<file path="src/rtl/cc_ubicacion_controller_if.sv">
// rtl/cc_ubicacion_controller_if.sv - button/hit inputs and location/select/busy outputs of the player controller
//
// Ports (signals carried):
//   CC_UBICACION_left_InHigh    left button level (debounced)
//   CC_UBICACION_right_InHigh   right button level (debounced)
//   CC_UBICACION_hit_InHigh     collision flag
//   CC_UBICACION_OutBUS         one-hot player location
//   CC_UBICACION_select_OutBUS  downstream mux select (0 = location, 1 = blank)
//   CC_UBICACION_busy_Out       blink sequence in progress
// Modports: master drives buttons/hit, slave (the controller) drives outputs.
interface cc_ubicacion_controller_if #(
    parameter int UBICACION_WIDTH = 8,
    parameter int SELECT_WIDTH    = 2
);
    logic                       CC_UBICACION_left_InHigh;
    logic                       CC_UBICACION_right_InHigh;
    logic                       CC_UBICACION_hit_InHigh;
    logic [UBICACION_WIDTH-1:0] CC_UBICACION_OutBUS;
    logic [SELECT_WIDTH-1:0]    CC_UBICACION_select_OutBUS;
    logic                       CC_UBICACION_busy_Out;

    modport master (
        output CC_UBICACION_left_InHigh,
        output CC_UBICACION_right_InHigh,
        output CC_UBICACION_hit_InHigh,
        input  CC_UBICACION_OutBUS,
        input  CC_UBICACION_select_OutBUS,
        input  CC_UBICACION_busy_Out
    );

    modport slave (
        input  CC_UBICACION_left_InHigh,
        input  CC_UBICACION_right_InHigh,
        input  CC_UBICACION_hit_InHigh,
        output CC_UBICACION_OutBUS,
        output CC_UBICACION_select_OutBUS,
        output CC_UBICACION_busy_Out
    );
endinterface

</file>
<file path="src/rtl/cc_ubicacion_controller.sv">
// rtl/cc_ubicacion_controller.sv - player location register with edge-triggered moves and post-hit blink sequencer
//
// Ports:
//   CC_UBICACION_CLOCK_50      system clock, rising edge
//   CC_UBICACION_RESET_InHigh  synchronous active-high reset
//   bus (slave)                buttons/hit in; location, mux select, busy out
module cc_ubicacion_controller #(
    parameter int UBICACION_WIDTH = 8,
    parameter int SELECT_WIDTH    = 2,
    parameter int TICK_DIV        = 25000000,
    parameter int BLINK_COUNT     = 3,
    parameter int START_POS       = 3
) (
    input  logic                        CC_UBICACION_CLOCK_50,
    input  logic                        CC_UBICACION_RESET_InHigh,
    cc_ubicacion_controller_if.slave    bus
);
    localparam int TICK_W  = $clog2(TICK_DIV);
    localparam int BLINK_W = $clog2(BLINK_COUNT + 1);

    localparam logic [UBICACION_WIDTH-1:0] START_ONEHOT = UBICACION_WIDTH'(1) << START_POS;
    localparam logic [TICK_W-1:0]          TICK_LAST    = TICK_W'(TICK_DIV - 1);
    localparam logic [BLINK_W-1:0]         BLINK_LAST   = BLINK_W'(BLINK_COUNT);

    typedef enum logic [1:0] {
        PLAY      = 2'd0,
        BLINK_OFF = 2'd1,
        BLINK_ON  = 2'd2
    } state_t;

    state_t                     state;
    logic [TICK_W-1:0]          tick_cnt;
    logic [BLINK_W-1:0]         blink_cnt;
    logic                       left_prev;
    logic                       right_prev;
    logic [UBICACION_WIDTH-1:0] location;
    logic                       select_bit;
    logic                       busy;

    logic               left_press;
    logic               right_press;
    logic [BLINK_W-1:0] blink_next;

    assign left_press  = bus.CC_UBICACION_left_InHigh  & ~left_prev;
    assign right_press = bus.CC_UBICACION_right_InHigh & ~right_prev;
    assign blink_next  = blink_cnt + 1'b1;

    always_ff @(posedge CC_UBICACION_CLOCK_50) begin
        if (CC_UBICACION_RESET_InHigh) begin
            state      <= PLAY;
            tick_cnt   <= '0;
            blink_cnt  <= '0;
            left_prev  <= 1'b0;
            right_prev <= 1'b0;
            location   <= START_ONEHOT;
            select_bit <= 1'b0;
            busy       <= 1'b0;
        end else begin
            // Button history tracks in every state so a press held across
            // the end of a blink does not register as a new press.
            left_prev  <= bus.CC_UBICACION_left_InHigh;
            right_prev <= bus.CC_UBICACION_right_InHigh;

            case (state)
                PLAY: begin
                    if (bus.CC_UBICACION_hit_InHigh) begin
                        state      <= BLINK_OFF;
                        tick_cnt   <= '0;
                        blink_cnt  <= '0;
                        select_bit <= 1'b1;
                        busy       <= 1'b1;
                    end else if (left_press && !right_press) begin
                        // Saturate at the MSB column instead of wrapping.
                        if (!location[UBICACION_WIDTH-1])
                            location <= location << 1;
                    end else if (right_press && !left_press) begin
                        if (!location[0])
                            location <= location >> 1;
                    end
                end

                BLINK_OFF: begin
                    if (tick_cnt == TICK_LAST) begin
                        tick_cnt   <= '0;
                        state      <= BLINK_ON;
                        select_bit <= 1'b0;
                    end else begin
                        tick_cnt <= tick_cnt + 1'b1;
                    end
                end

                BLINK_ON: begin
                    if (tick_cnt == TICK_LAST) begin
                        tick_cnt  <= '0;
                        blink_cnt <= blink_next;
                        if (blink_next == BLINK_LAST) begin
                            state    <= PLAY;
                            busy     <= 1'b0;
                            location <= START_ONEHOT;
                        end else begin
                            state      <= BLINK_OFF;
                            select_bit <= 1'b1;
                        end
                    end else begin
                        tick_cnt <= tick_cnt + 1'b1;
                    end
                end

                default: begin
                    state      <= PLAY;
                    select_bit <= 1'b0;
                    busy       <= 1'b0;
                end
            endcase
        end
    end

    assign bus.CC_UBICACION_OutBUS        = location;
    assign bus.CC_UBICACION_select_OutBUS = SELECT_WIDTH'(select_bit);
    assign bus.CC_UBICACION_busy_Out      = busy;
endmodule

</file>
<file path="src/flat_wrapper.sv">
// flat-port wrapper written by rule: the top's interface ports become plain ports
module cc_ubicacion_controller_flat 
#(
    parameter int UBICACION_WIDTH = 8,
    parameter int SELECT_WIDTH    = 2,
    parameter int TICK_DIV        = 25000000,
    parameter int BLINK_COUNT     = 3,
    parameter int START_POS       = 3
)
  (CC_UBICACION_CLOCK_50, CC_UBICACION_RESET_InHigh, bus_CC_UBICACION_left_InHigh, bus_CC_UBICACION_right_InHigh, bus_CC_UBICACION_hit_InHigh, bus_CC_UBICACION_OutBUS, bus_CC_UBICACION_select_OutBUS, bus_CC_UBICACION_busy_Out);
  cc_ubicacion_controller_if #(.UBICACION_WIDTH(UBICACION_WIDTH), .SELECT_WIDTH(SELECT_WIDTH)) bus_i ();
  input  logic CC_UBICACION_CLOCK_50;
  input  logic CC_UBICACION_RESET_InHigh;
  input wire logic [$bits(bus_i.CC_UBICACION_left_InHigh)-1:0] bus_CC_UBICACION_left_InHigh;
  input wire logic [$bits(bus_i.CC_UBICACION_right_InHigh)-1:0] bus_CC_UBICACION_right_InHigh;
  input wire logic [$bits(bus_i.CC_UBICACION_hit_InHigh)-1:0] bus_CC_UBICACION_hit_InHigh;
  output wire logic [$bits(bus_i.CC_UBICACION_OutBUS)-1:0] bus_CC_UBICACION_OutBUS;
  output wire logic [$bits(bus_i.CC_UBICACION_select_OutBUS)-1:0] bus_CC_UBICACION_select_OutBUS;
  output wire logic [$bits(bus_i.CC_UBICACION_busy_Out)-1:0] bus_CC_UBICACION_busy_Out;
  assign bus_i.CC_UBICACION_left_InHigh = bus_CC_UBICACION_left_InHigh;
  assign bus_i.CC_UBICACION_right_InHigh = bus_CC_UBICACION_right_InHigh;
  assign bus_i.CC_UBICACION_hit_InHigh = bus_CC_UBICACION_hit_InHigh;
  assign bus_CC_UBICACION_OutBUS = bus_i.CC_UBICACION_OutBUS;
  assign bus_CC_UBICACION_select_OutBUS = bus_i.CC_UBICACION_select_OutBUS;
  assign bus_CC_UBICACION_busy_Out = bus_i.CC_UBICACION_busy_Out;
  cc_ubicacion_controller #(.UBICACION_WIDTH(UBICACION_WIDTH), .SELECT_WIDTH(SELECT_WIDTH), .TICK_DIV(TICK_DIV), .BLINK_COUNT(BLINK_COUNT), .START_POS(START_POS)) u_core (.CC_UBICACION_CLOCK_50(CC_UBICACION_CLOCK_50), .CC_UBICACION_RESET_InHigh(CC_UBICACION_RESET_InHigh), .bus(bus_i));
endmodule
</file>
<file path="config.mk">
export PLATFORM = sky130hd
export DESIGN_NAME = cc_ubicacion_controller_flat
export DESIGN_NICKNAME = d
export VERILOG_FILES = /design/src/rtl/cc_ubicacion_controller_if.sv /design/src/rtl/cc_ubicacion_controller.sv /design/src/flat_wrapper.sv
export SDC_FILE = /design/constraint.sdc
export NUM_CORES = 1
export LEC_CHECK = 0
export CORE_ASPECT_RATIO = 0.8
export CORE_MARGIN = 5
export CORE_UTILIZATION = 30
export DETAILED_ROUTE_END_ITERATION = 6
export GPL_ROUTABILITY_DRIVEN = 0
export SLEW_MARGIN = 10
export SYNTH_ARGS = -nofsm -noshare
export SYNTH_HDL_FRONTEND = slang
export SYNTH_SLANG_ARGS = --single-unit
export TNS_END_PERCENT = 10
</file>
<file path="constraint.sdc">
create_clock -name CC_UBICACION_CLOCK_50 -period 2.6 [get_ports CC_UBICACION_CLOCK_50]
set_clock_uncertainty 0.1 [all_clocks]
set_input_delay 0.39 -clock CC_UBICACION_CLOCK_50 [delete_from_list [all_inputs] [get_ports CC_UBICACION_CLOCK_50]]
set_output_delay 0.39 -clock CC_UBICACION_CLOCK_50 [all_outputs]
set_load 0.03 [all_outputs]
</file>
== Word-level counts from Yosys, hierarchy flattened ==
Cells that the tools add are included.
Cells by class
  add/sub/neg operators: 2
  bitwise gates (word level): 5
  multiply operators: 0
  mux-type cells: 27
  magnitude comparators: 0
  equality and inequality tests: 13
  reductions and logical operators: 16
  div/mod/pow operators: 0
  shift operators: 0
Operators with widths (count)
  8-bit two-way mux: 7
  25-bit two-way mux: 2
  25-bit one-hot mux with 2 select lines: 1
  25-bit by 1-bit adder with 25-bit output (second input constant): 1
  25-bit == test (second input constant): 1
  8-bit one-hot mux with 2 select lines: 1
  6-bit AND reduction: 2
  2-bit two-way mux: 5
  4-bit AND reduction: 2
  1-bit two-way mux: 7
  7-bit AND reduction: 1
  2-bit by 1-bit != test with 1-bit output (second input constant): 3
  2-bit != test (second input constant): 3
  3-bit != test (second input constant): 2
  1-bit one-hot mux with 3 select lines: 2
  2-bit one-hot mux with 3 select lines: 1
  3-bit AND reduction: 2
  2-bit == test (second input constant): 2
  2-bit one-hot mux with 2 select lines: 1
  2-bit nonzero test: 2
  3-bit by 1-bit != test with 1-bit output (second input constant): 1
  1-bit inverter: 3
  2-bit by 1-bit adder with 2-bit output (second input constant): 1
  1-bit bitwise AND: 2
  6 further kinds: 8
Word-level totals
  register bits after elaboration: 41
  logic and storage cells: 73
  bits of input ports: 5
  bits in latches: 0
  memory bits (writable): 0
  ROM bits: 0
  memories kept: 0

== Depth between registers and ports, before layout ==
  depth after elaboration: 8
  mapped depth: 9

== Worst setup path after synthesis ==
OpenSTA, ideal clock, no wires.
  path type: register to register
  from: register u_core.state[0]
  to: register u_core.location[1] (netlist: u_core.bus.CC_UBICACION_OutBUS[1])
  clock period less this slack: 1.997 ns
  cell stages (with the launch flop): 9
  data required time: 2.430 ns
  setup slack: 0.603 ns
  setup time: 0.070 ns
  data arrival time: 1.826 ns
  cell sequence: dfxtp_1 -> inv_1 -> ha_1 -> nor2b_1 -> a211oi_4 -> o21ai_1 -> buf_2 -> or3_1 -> a21oi_1
On the way
  longest elaborated chain between the ends: 3
RTL lines
  start, declared: RTL line cc_ubicacion_controller.sv:31  | state_t state;
  start signal, assigned: RTL line cc_ubicacion_controller.sv:50  | state <= PLAY;
  start signal, assigned: RTL line cc_ubicacion_controller.sv:67  | state <= BLINK_OFF;
  start signal, assigned: RTL line cc_ubicacion_controller.sv:85  | state <= BLINK_ON;
  2-bit == test or 2-bit logical NOT (tied branches): RTL line cc_ubicacion_controller.sv:64  | case (state)
  2-bit by 1-bit != test with 1-bit output (no source line), or another cell as far along
  7-bit AND reduction (no source line)
  end signal, assigned: RTL line cc_ubicacion_controller.sv:75  | location <= location << 1;
  end signal, assigned: RTL line cc_ubicacion_controller.sv:78  | location <= location >> 1;
  end, declared: RTL line cc_ubicacion_controller.sv:36  | logic [UBICACION_WIDTH-1:0] location;
Parallel ways exist; a longest one is shown, timed or not.
A chain may end at the register's enable or synchronous reset.

== Worst setup path after layout ==
Ends and elaborated chain as after synthesis.

==> metrics.txt <==
total wire length=4910 um; antenna cell count=0; NumNets Final=296; post-synthesis sequential area ratio=36.4%; pwr/cell area=629 nW/um^2; 1st-iter DRT viols=130; initial antenna violation count=0; Required @ worst endpoint=2.72 ns; Final min period=2.31 ns; TritonRoute pass-1 iters=4; Syn Area/Cell=8.49 um^2; Rel. slew slack=59.8%; residual DRC count=0; remaining antenna violation count=0; total number of vias=1899; cell taking the most area after synthesis=dfxtp_1; IO buf count=14; hold path cells=2; CTS H-tree lvls=2; Mapped Area=2260 um^2; synth warn=0; Leakage=0.850 nW; layout cells sized above 1=9.79%; nature of the critical path endpoint=register; Area Overhead vs Synth=17.5%; Die ar.=9370 um^2; Vias/cell=5.05; Total GRT Usage=10.9%; grt total ovfl=0; filler instances=752; dpl hpwl=3670 um; crit path max fanout=11; DP Area=2520 um^2; Final Slew Violations=0; number of synthesized flops with an enable pin=0; cells after synthesis=266; FP Rows=28; Worst Max-Slew Pin Slew=0.598 ns; Hold Buf Count CTS=0; worst hold slack=0.377 ns; Fin. Hold Viols=0; Peak VDD IR=243 uV; first-pass GRT wire length=8200 um; Hold Crit Class=register to register; CTS tree=built; max-cap violations=0; fmax=0.432 GHz; Die W=107 um; syn nets=277; ys async rst share=0%; Critical Path Start Type=register; ranking of synthesized cells by area=dfxtp_1 (36%), xnor2_1 (5.8%), nor2_1 (4.7%); post-CTS setup buffers=0; I/O pins=16; CTS Root Cell=clkbuf_8; setup TNS=0 ns; most frequent cells in the layout=dfxtp_1 (41), nor2_1 (28), nand2_1 (18); final instance area=2650 um^2; Starting Density=30.7%; Main synth FF type=dfxtp_1; Setup CP Type=register to register; RSZ-0062 raised after global routing=no; Worst-path clk slew=0.08 ns; status=finished, final reports clean; Sink Count=41; post-synth top area share=36.4%; core area=7360 um^2; Yosys cell types=54; later-pin clock latency in the skew report=0.30 ns; CTS buffer count=5; die span in y=87.6 um; vias in the first global route=1652; # setup viols final=0; Arr. time, crit path=2.44 ns; CTS-repair resized insts=0; R2R depth=7; wire per inst=13.0 um; most common cell after layout, fill and taps aside=dfxtp_1; crit share post-route=88.9%; Clock Tree Buf Depth=2; largest net degree at the start of global routing=17; Synth Register Bits=41
[cell families after synthesis]
family	share of synthesized area [%]
flops	36.4
buf+inv	4.43
simple gates	30.8
compound gates	16.7
other cells	0.166
xor+xnor	7.76
mux	0.443
fa+ha+maj	3.33
[path summary, 6_finish.rpt]
| check | from | slack (ns) | end |
|---|---|---|---|
| max | u_core.state[0]$_SDFFE_PP0P_ | 0.29 | u_core.bus.CC_UBICACION_OutBUS[1]$_SDFFE_PP0P_ |
| min | u_core.tick_cnt[1]$_SDFFE_PP0P_ | 0.38 | u_core.tick_cnt[1]$_SDFFE_PP0P_ |
| max reg2reg | u_core.state[0]$_SDFFE_PP0P_ | 0.29 | u_core.bus.CC_UBICACION_OutBUS[1]$_SDFFE_PP0P_ |
| min reg2reg | u_core.tick_cnt[1]$_SDFFE_PP0P_ | 0.38 | u_core.tick_cnt[1]$_SDFFE_PP0P_ |
[report_power, final]
part | switching [mW] | internal (mW)
logic | 0.227 | 0.155
registers | 0.0249 | 0.659
clock network | 0.222 | 0.381
total | 0.474 | 1.20
[registers in the layout (all words and copies together), names as in the netlist]
| name | count |
|---|---|
| u_core.bus.CC_UBICACION_OutBUS | 8 |
| u_core.left_prev | 1 |
| u_core.blink_cnt | 2 |
| u_core.right_prev | 1 |
| u_core.state | 2 |
| u_core.tick_cnt | 25 |
| u_core.bus.CC_UBICACION_busy_Out | 1 |
| u_core.select_bit | 1 |
[worst max-delay path, cell delays in order, from the launching register on]
cell      delay (ns)
dfxtp_1         0.36
inv_1           0.09
ha_1            0.31
nor2b_1         0.21
a211oi_4        0.33
o21ai_1         0.29
or3_1           0.43
a21oi_1         0.13
[layer usage]
metal | track usage (%) | up-vias | share of wire [%]
li1 | - | 1003 | -
met1 | 16.6 | 864 | 53
met2 | 14.7 | 28 | 42
met3 | 2.14 | 4 | 3.8
met4 | 4.30 | 0 | 1.2
met5 | 0 | - | 0
[stage by stage]
| stage | instances | worst slack, ns | total power, mW | util, % |
|---|---|---|---|---|
| after floorplan | 266 | 0.603 | 0.959 | - |
| after global placement | 368 | 0.185 | 1.08 | 34.2 |
| after detailed placement | 368 | 0.117 | 1.08 | 34.2 |
| after CTS | 376 | 0.329 | 1.69 | 36.1 |
| after global routing | 376 | 0.108 | 1.76 | 36.1 |
| final | 376 | 0.288 | 1.67 | 36.1 |
[cell usage after synthesis (2+ instances only)]
cell type  count
or3_1          7
nand4_1        4
nor2_1        28
or4_1          2
buf_2          5
o21ai_0        8
xnor2_1       15
a31oi_1        7
ha_1           6
dfxtp_1       41
o21ai_1        6
buf_4          4
nor4b_1        3
a21oi_1       13
a211oi_1       2
nand3_1       10
a22oi_1        2
nand2_1       18
nor2b_1        7
nand2b_1       6
xor2_1         5
and4_1         5
clkbuf_1       2
nor3_1         7
nand4_4        2
o21a_1         3
nor4_1        11
inv_1          9
and3_1         3
[layout make-up]
cell class,instances,area (um^2),share of cell area [%]
clock inverters,3,65.1,2.45
well taps,90,113,4.25
flip-flops and latches,41,821,30.9
inverters,9,33.8,1.27
multi-input cells,204,1340,50.4
repair buffers,24,215,8.11
clock buffers,5,68.8,2.59
(Power assumes the default switching activity.)
